[config.mk]
export PLATFORM = sky130hd
export DESIGN_NAME = multdiv_step_counter
export DESIGN_NICKNAME = d
export VERILOG_FILES = /design/src/rtl/multdiv_step_counter.sv
export SDC_FILE = /design/constraint.sdc
export NUM_CORES = 1
export LEC_CHECK = 0
export CAP_MARGIN = 20
export CORE_MARGIN = 3
export CORE_UTILIZATION = 41
export CTS_BUF_LIST = sky130_fd_sc_hd__clkbuf_8
export CTS_CLUSTER_DIAMETER = 50
export CTS_CLUSTER_SIZE = 40
export DETAILED_ROUTE_END_ITERATION = 8
export PLACE_DENSITY = 0.74
export SYNTH_ARGS = -nofsm -noshare
export SYNTH_HDL_FRONTEND = slang
export SYNTH_SLANG_ARGS = --single-unit
[constraint.sdc]
create_clock -name clock -period 1.5 [get_ports clock]
set_clock_uncertainty 0.1 [all_clocks]
set_input_delay 0.45 -clock clock [delete_from_list [all_inputs] [get_ports clock]]
set_output_delay 0.45 -clock clock [all_outputs]
set_load 0.01 [all_outputs]
[src/rtl/multdiv_step_counter.sv]
// Step sequencer for the iterative multiply/divide datapath: a WIDTH-bit step
// counter with runtime terminal count, stall, restart/clear and one-shot or wrap modes.
module multdiv_step_counter #(
  parameter int WIDTH = 5
) (
  input  logic             clock,
  input  logic             reset_n,
  input  logic             start,
  input  logic             clear,
  input  logic             enable,
  input  logic [WIDTH-1:0] limit,
  input  logic             mode_wrap,
  output logic [WIDTH-1:0] count,
  output logic             busy,
  output logic             last,
  output logic             done,
  output logic             wrap_pulse
);

  typedef enum logic [1:0] {
    IDLE = 2'd0,
    RUN  = 2'd1,
    DONE = 2'd2
  } state_e;

  state_e           state_q, state_d;
  logic [WIDTH-1:0] count_q, count_d;
  logic [WIDTH-1:0] limit_q, limit_d;
  logic             wrap_q, wrap_d;
  logic             wrap_pulse_q, wrap_pulse_d;
  logic             at_limit;

  assign at_limit = (count_q == limit_q);

  // Priority: clear > start > enable; reset is handled in the register process.
  always_comb begin
    state_d      = state_q;
    count_d      = count_q;
    limit_d      = limit_q;
    wrap_d       = wrap_q;
    wrap_pulse_d = 1'b0;

    if (clear) begin
      state_d = IDLE;
      count_d = '0;
    end else if (start) begin
      state_d = RUN;
      count_d = '0;
      limit_d = limit;
      wrap_d  = mode_wrap;
    end else begin
      case (state_q)
        IDLE: begin
          count_d = '0;
        end
        RUN: begin
          if (enable) begin
            if (at_limit) begin
              if (wrap_q) begin
                count_d      = '0;
                wrap_pulse_d = 1'b1;
              end else begin
                // Count parks on the terminal index for the DONE cycle.
                state_d = DONE;
              end
            end else begin
              count_d = count_q + WIDTH'(1);
            end
          end
        end
        DONE: begin
          state_d = IDLE;
          count_d = '0;
        end
        default: begin
          state_d = IDLE;
          count_d = '0;
        end
      endcase
    end
  end

  always_ff @(posedge clock) begin
    if (!reset_n) begin
      state_q      <= IDLE;
      count_q      <= '0;
      limit_q      <= '0;
      wrap_q       <= 1'b0;
      wrap_pulse_q <= 1'b0;
    end else begin
      state_q      <= state_d;
      count_q      <= count_d;
      limit_q      <= limit_d;
      wrap_q       <= wrap_d;
      wrap_pulse_q <= wrap_pulse_d;
    end
  end

  assign count      = count_q;
  assign busy       = (state_q == RUN);
  assign last       = busy && at_limit;
  assign done       = (state_q == DONE);
  assign wrap_pulse = wrap_pulse_q;

endmodule

==> impl_results.md, run 1 <==
- Crit. End Element: primary output
- WP data required: 950 ps
- Status: complete, but fails checks
- Die height: 46.82 um
- Met1 Use GR: 17.82%
- Final period util: 117.2%
- Worst setup margin: -258.4 ps
- Met3 usage: 4.215%
- Pin count of the biggest net entering global routing: 9
- Final wirelength: 1.880 mm
- GRT Total Usage: 16.99%
- Avg WL per Cell: 14.80 um
- VDD IR-drop max: 0.5459 mV
- Unrepaired setup endpoints after global routing: true
- Yosys warns: 0
- Clock Latency Late Sink: 250 ps
- I/O Pins: 20
- Max Root-Sink Buffers: 2
- Adder-Cell Fraction of Synth Area: 1.832%
- Most common cell after layout, fill and taps aside: buf_4
- DP Area: 0.001002 mm^2
- Mapped Cells: 74
- R2R setup slack: -170 ps
- Max stage delay on crit path: 370 ps
- Fill count: 114
- CP Buf/Inv Count: 1
- Antenna cell count: 0
- Least-Margin Pin Slew: 268.7 ps
- Mux contribution to synthesized area: 10.26%
- FP Rows: 14
- Fmax: 568.7 MHz
- Die area: 0.002192 mm^2
- Final core occ: 73.13%
- Post-synthesis xor/xnor area fraction: 7.509%
- Clock-pin slew of the registers on the worst-case setup and hold paths: 60 ps
- Clock sink total: 14
- Nets@finish: 125
- Worst Path Max Fanout: 2
- Max-slew violation count: 0
- P per Cell Area: 763.3 mW/mm^2
- Remaining DRCs: 0
- Relative slew margins: 81.90%
- Die W: 46.82 um
- Top delay family on crit path: simple AND/OR/NAND/NOR gates
- Compound-Gate Fraction of Synth Area: 8.791%
- Top Usage Layer GRT: met2
- Slowest CP cell: dfxtp_1
- Final setup vio count: 6
- Clk Tree Root Cell: clkbuf_8
- First-pass GRT wire length: 2.504 mm
- GPL Wtd Cong: 0.8166
- Vias per cell: 5.472
- Gr ovfl total: 0
- Fin area: 0.001127 mm^2
- First drt pass iteration count: 4
- Initial core utilization: 44.32%
- Synth-to-Final Area Change: 65.02%
- Async SR Flop Fraction: 0%
- Startpoint Class: register
- Fraction of layout cells with a size suffix above 1: 46.85%
- Synthesized flop and latch total: 14
- H-tree levels: 1
- CP arrival: 1210 ps
- TritonCTS clock tree: done
- Syn_area_per_cell: 9.232 um^2
- Post-placement setup slack: -512.3 ps
- HP Class: reg2reg
- Post-Synth Simple-Gate Area: 28.57%
- Via count: 695
- Violated checks: setup timing
- Setup CP Type: reg2out
- EDFF count, synth: 0
- Final min period: 1758 ps
- Sequential area share after synthesis: 41.03%
- Leak: 0.0004772 uW
- Starting DRT DRC Count: 8
- Syn Nets: 86
- Most frequent cells in the layout: buf_4 (12), nand2_1 (9)
- Initial antenna violation count: 0
- Max-cap violation count: 0
- Core Footprint: 0.001541 mm^2
- Primary FF master, synth: dfxtp_1
- Largest family of logic cells by synthesized area: simple AND/OR/NAND/NOR gates
- Netlist Area Pre-Place: 683.2 um^2
- Number of global-route vias before repair: 598
- Cell variety after synth: 23
- Critical path, cell by cell: xnor2_2 > nand3_2 > nor2_4 > and2_4 > buf_6
- Routing usage on met2: 29.81%
- Port bufs: 19
- Clock buffer count from CTS: 3
- Final hold viol count: 0
- Number of routed nets with antenna violations: 0
-- final timing paths --
check	startpoint	to	cells past startpoint
setup / recovery	limit_q[4]	last	5
hold / removal	limit_q[3]	limit_q[3]	2
setup reg to reg	limit_q[4]	count[2]	7
hold reg to reg	limit_q[3]	limit_q[3]	2
-- Yosys cell counts, types with 2 or more instances --
cell | count | area [um^2]
and2_1 | 3 | 18.77
mux2i_1 | 7 | 70.07
nand2_1 | 10 | 37.54
dfxtp_1 | 14 | 280.3
o21ai_0 | 4 | 20.02
nor2b_1 | 9 | 56.30
o22ai_1 | 5 | 31.28
nor3_1 | 2 | 10.01
xnor2_1 | 4 | 35.03
nand3_1 | 2 | 10.01
buf_2 | 2 | 10.01
-- flip-flops by register name, indices dropped and copies added, names as in the netlist --
| name | flops |
|---|---|
| wrap_pulse | 1 |
| state_q | 2 |
| wrap_q | 1 |
| limit_q | 5 |
| count | 5 |
-- logic make-up after synthesis --
family | count (synthesis)
and+or+nand+nor | 34
DFF | 14
AOI/OAI and AO/OA | 10
muxes | 7
xor gates and xnor gates | 5
buffers and inverters | 3
adders and majority gates | 1
-- cell type report --
cell class	instances	area [um^2]	share of cell area (%)
multi-input cells	57	479.2	42.51
inverters	1	3.754	0.3330
flip-flops and latches	14	292.8	25.97
clock buffers	3	41.29	3.663
repair buffers	36	290.3	25.75
well taps	16	20.02	1.776
-- routing by layer --
metal | routed length, um | up-vias
met5 | 0 | -
met3 | 133 | 4
li1 | - | 334
met1 | 751 | 324
met4 | 58 | 0
met2 | 937 | 33
-- per-stage QoR --
| step | std cells | power, uW | setup TNS [ps] | hold slack (ps) |
|---|---|---|---|---|
| 2_1_floorplan | 74 | 457.2 | 0 | 395.1 |
| 3_3_place_gp | 121 | 526.8 | -4781 | 422.6 |
| 3_5_place_dp | 121 | 529.2 | -5700 | 432.1 |
| 4_1_cts | 126 | 844.1 | -320.5 | 442.3 |
| 5_1_grt | 127 | 894.4 | -1431 | 465.7 |
| 6_report | 127 | 860.4 | -1039 | 440.3 |
-- where the power goes --
| group | switching, uW | total, uW | internal, uW |
|---|---|---|---|
| Combinational | 68.5 | 164 | 95.6 |
| Clock | 128 | 306 | 178 |
| Sequential | 9.44 | 390 | 381 |
| Total | 206 | 860 | 654 |
-- worst register-to-register path, cell delays in order, from the launching register on --
cell	delay, ps
dfxtp_1	370
xnor2_2	130
nand3_2	130
buf_4	160
buf_6	100
buf_6	110
o31a_1	350
o22ai_1	150
-- what timing repair did --
item / in CTS / in global routing
setup endpoints to repair: 21 / 13
buffers inserted: 1 / 2
hold endpoints to repair: 0 / 0
pin swaps: 8 / 8
cloned: 1 / 0
hold buffers: 0 / 0
gates resized for setup: 43 / 19
No activity file was read; power rests on OpenSTA's default activity.
==> inputs of run 2 (changes only) <==
Settings changed: CORE_MARGIN 3 to not set, TNS_END_PERCENT set to 1.
==> impl_results.md, run 2 (synthesis gave the netlist of run 1 again) <==
- Most frequent cells in the layout: buf_4 (12), nand2_1 (10), dfxtp_2 (9)
- H-tree levels: 1 (unchanged)
- Unrepaired setup endpoints after global routing: true
- Fmax: 567.2 MHz (-0.26%)
- Final wirelength: 1.768 mm (-6.0%)
- Power share of the combinational group: 15.9% (-3.2 points)
- Initial antenna violation count: 0 (unchanged)
- Die height: 42.82 um (-8.5%)
- Antenna cell count: 0 (unchanged)
- FP Rows: 14 (unchanged)
- Fraction of layout cells with a size suffix above 1: 42.34% (-4.5 points)
- VDD IR-drop max: 0.5730 mV (+5.0%)
- Leak: 0.0004691 uW (-1.7%)
- Crit. End Element: primary output
- I/O Pins: 20 (unchanged)
- Setup CP Type: reg2out
- Max-cap violation count: 0 (unchanged)
- Remaining DRCs: 0 (unchanged)
- DPL Wire Length: 1.166 mm
- Least-Margin Pin Slew: 265.9 ps (-2.857 ps)
- Pin count of the biggest net entering global routing: 11 (+2)
- Final setup vio count: 1 (-5)
- Number of global-route vias before repair: 616 (+3.0%)
- Internal power: 699.0 uW (+6.9%)
- Core Footprint: 0.001524 mm^2 (-1.1%)
- Clk Tree Root Cell: clkbuf_8
- Gr ovfl total: 0 (unchanged)
- Final hold viol count: 0 (unchanged)
- Post-placement setup slack: -410.6 ps (+101.7 ps)
- P per Cell Area: 814.0 mW/mm^2 (+6.6%)
- Setup total negative slack: -262.9 ps (+776.0 ps)
- CP arrival: 1210 ps (about the same)
- Final min period: 1763 ps (+4.499 ps)
- First drt pass iteration count: 4 (unchanged)
- Max Root-Sink Buffers: 2 (unchanged)
- Clock Latency Late Sink: 240 ps (about the same)
- Clock sink total: 14 (unchanged)
- Final period util: 117.5% (+0.30 points)
- Avg WL per Cell: 13.92 um (-6.0%)
- Clock-pin slew of the registers on the worst-case setup and hold paths: 60 ps (about the same)
- Clock buffer count from CTS: 3 (unchanged)
- GPL Wtd Cong: 0.8077 (-1.1%)
- Die area: 0.001834 mm^2 (-16%)
- Hold buffer count at cts: 0 (unchanged)
- Nets@finish: 124 (-0.80%)
- Via count: 688 (-1.0%)
- Fill count: 123 (+7.9%)
- Relative slew margins: 82.16% (+0.26 points)
- Vias per cell: 5.417 (-1.0%)
- HP Class: reg2reg
- Net Sw Frac: 22.27% (-1.7 points)
- Number of routed nets with antenna violations: 0 (unchanged)
- Worst Path Max Fanout: 2 (unchanged)
- WP data required: 950 ps (about the same)
- Initial core utilization: 44.83% (+0.51 points)
- Clock power share: 40.5% (+4.9 points)
- Most common cell after layout, fill and taps aside: buf_4
- TritonCTS clock tree: done
- Setup Buffers After CTS: 0 (-1)
- Sw power: 200.3 uW (-2.9%)
- Starting DRT DRC Count: 13 (+5)
- First-pass GRT wire length: 2.663 mm (+6.3%)
- Status: complete, but fails checks
- Synth-to-Final Area Change: 61.72%
- Reg power frac: 43.5% (-1.9 points)
- Startpoint Class: register
- Port bufs: 19 (unchanged)
- Worst setup margin: -262.9 ps (-4.499 ps)
- Violated checks: setup timing
- GRT Total Usage: 19.68% (+2.7 points)
- Max-slew violation count: 0 (unchanged)
- Die W: 42.82 um (-8.5%)
run 2: cell count changes in the layout (fill, tap and decap cells not counted), sizes merged:
cell           previous run  this run
buf                      24        19
clkdlybuf4s50             6         7
clkdlybuf4s15             0         2
clkbuf                    5         7
run 2: layer usage:
layer	global-route usage, %	up-vias	wire (um)
met5	0	-	0
li1	-	334	-
met1	24.60	325	770
met2	33.03	23	844
met3	3.830	6	90
met4	7.500	0	62
run 2: critical path, cell delays in order, from the launching register on:
cell,delay [ps]
dfxtp_2,340
xnor2_2,170
nand3_2,130
nor2_4,100
and2_4,140
buf_6,90
run 2: metrics by stage:
stage / utilization (%) / total power (uW) / instances / hold slack (ps) / area, um^2
6_report: 72.50 / 899.3 / 127 / 433.4 / 1105
4_1_cts: 71.26 / 898.3 / 127 / 441.0 / 1086
2_1_floorplan: - / 457.2 / 74 / 395.1 / 696.9
5_1_grt: 72.50 / 937.2 / 127 / 462.4 / 1105
3_3_place_gp: 66.75 / 529.5 / 123 / 422.5 / 1017
3_5_place_dp: 66.75 / 530.0 / 123 / 427.8 / 1017
run 2: what timing repair did:
| item | 4_1_cts | 5_1_grt |
|---|---|---|
| pin swaps | 5 | 4 |
| gates resized for setup | 33 | 17 |
| setup endpoints to repair | 16 | 19 |
run 2: cell type report:
class	count	area (um^2)	share of cell area, %
inverters	1	3.754	0.3398
well taps	16	20.02	1.812
clock buffers	4	55.05	4.983
multi-input cells	57	431.7	39.07
repair buffers	35	302.8	27.41
flip-flops and latches	14	291.5	26.39
run 2: worst paths after layout:
check                           startpoint          to  slack (ps)  cells past startpoint
worst min-delay path            limit_q[1]  limit_q[1]         430                      2
worst max-delay path              count[0]        last        -260                      5
worst max register to register    count[0]    count[1]          40                      5
worst min register to register  limit_q[1]  limit_q[1]         430                      2
run 2: power by group through the flow:
stage | clock (uW) | combinational [uW] | sequential [uW]
6_report | 364 | 143 | 392
3_5_place_dp | 0 | 133 | 397
4_1_cts | 374 | 134 | 391
3_3_place_gp | 0 | 133 | 397
2_1_floorplan | 0 | 61.5 | 396
5_1_grt | 391 | 153 | 393
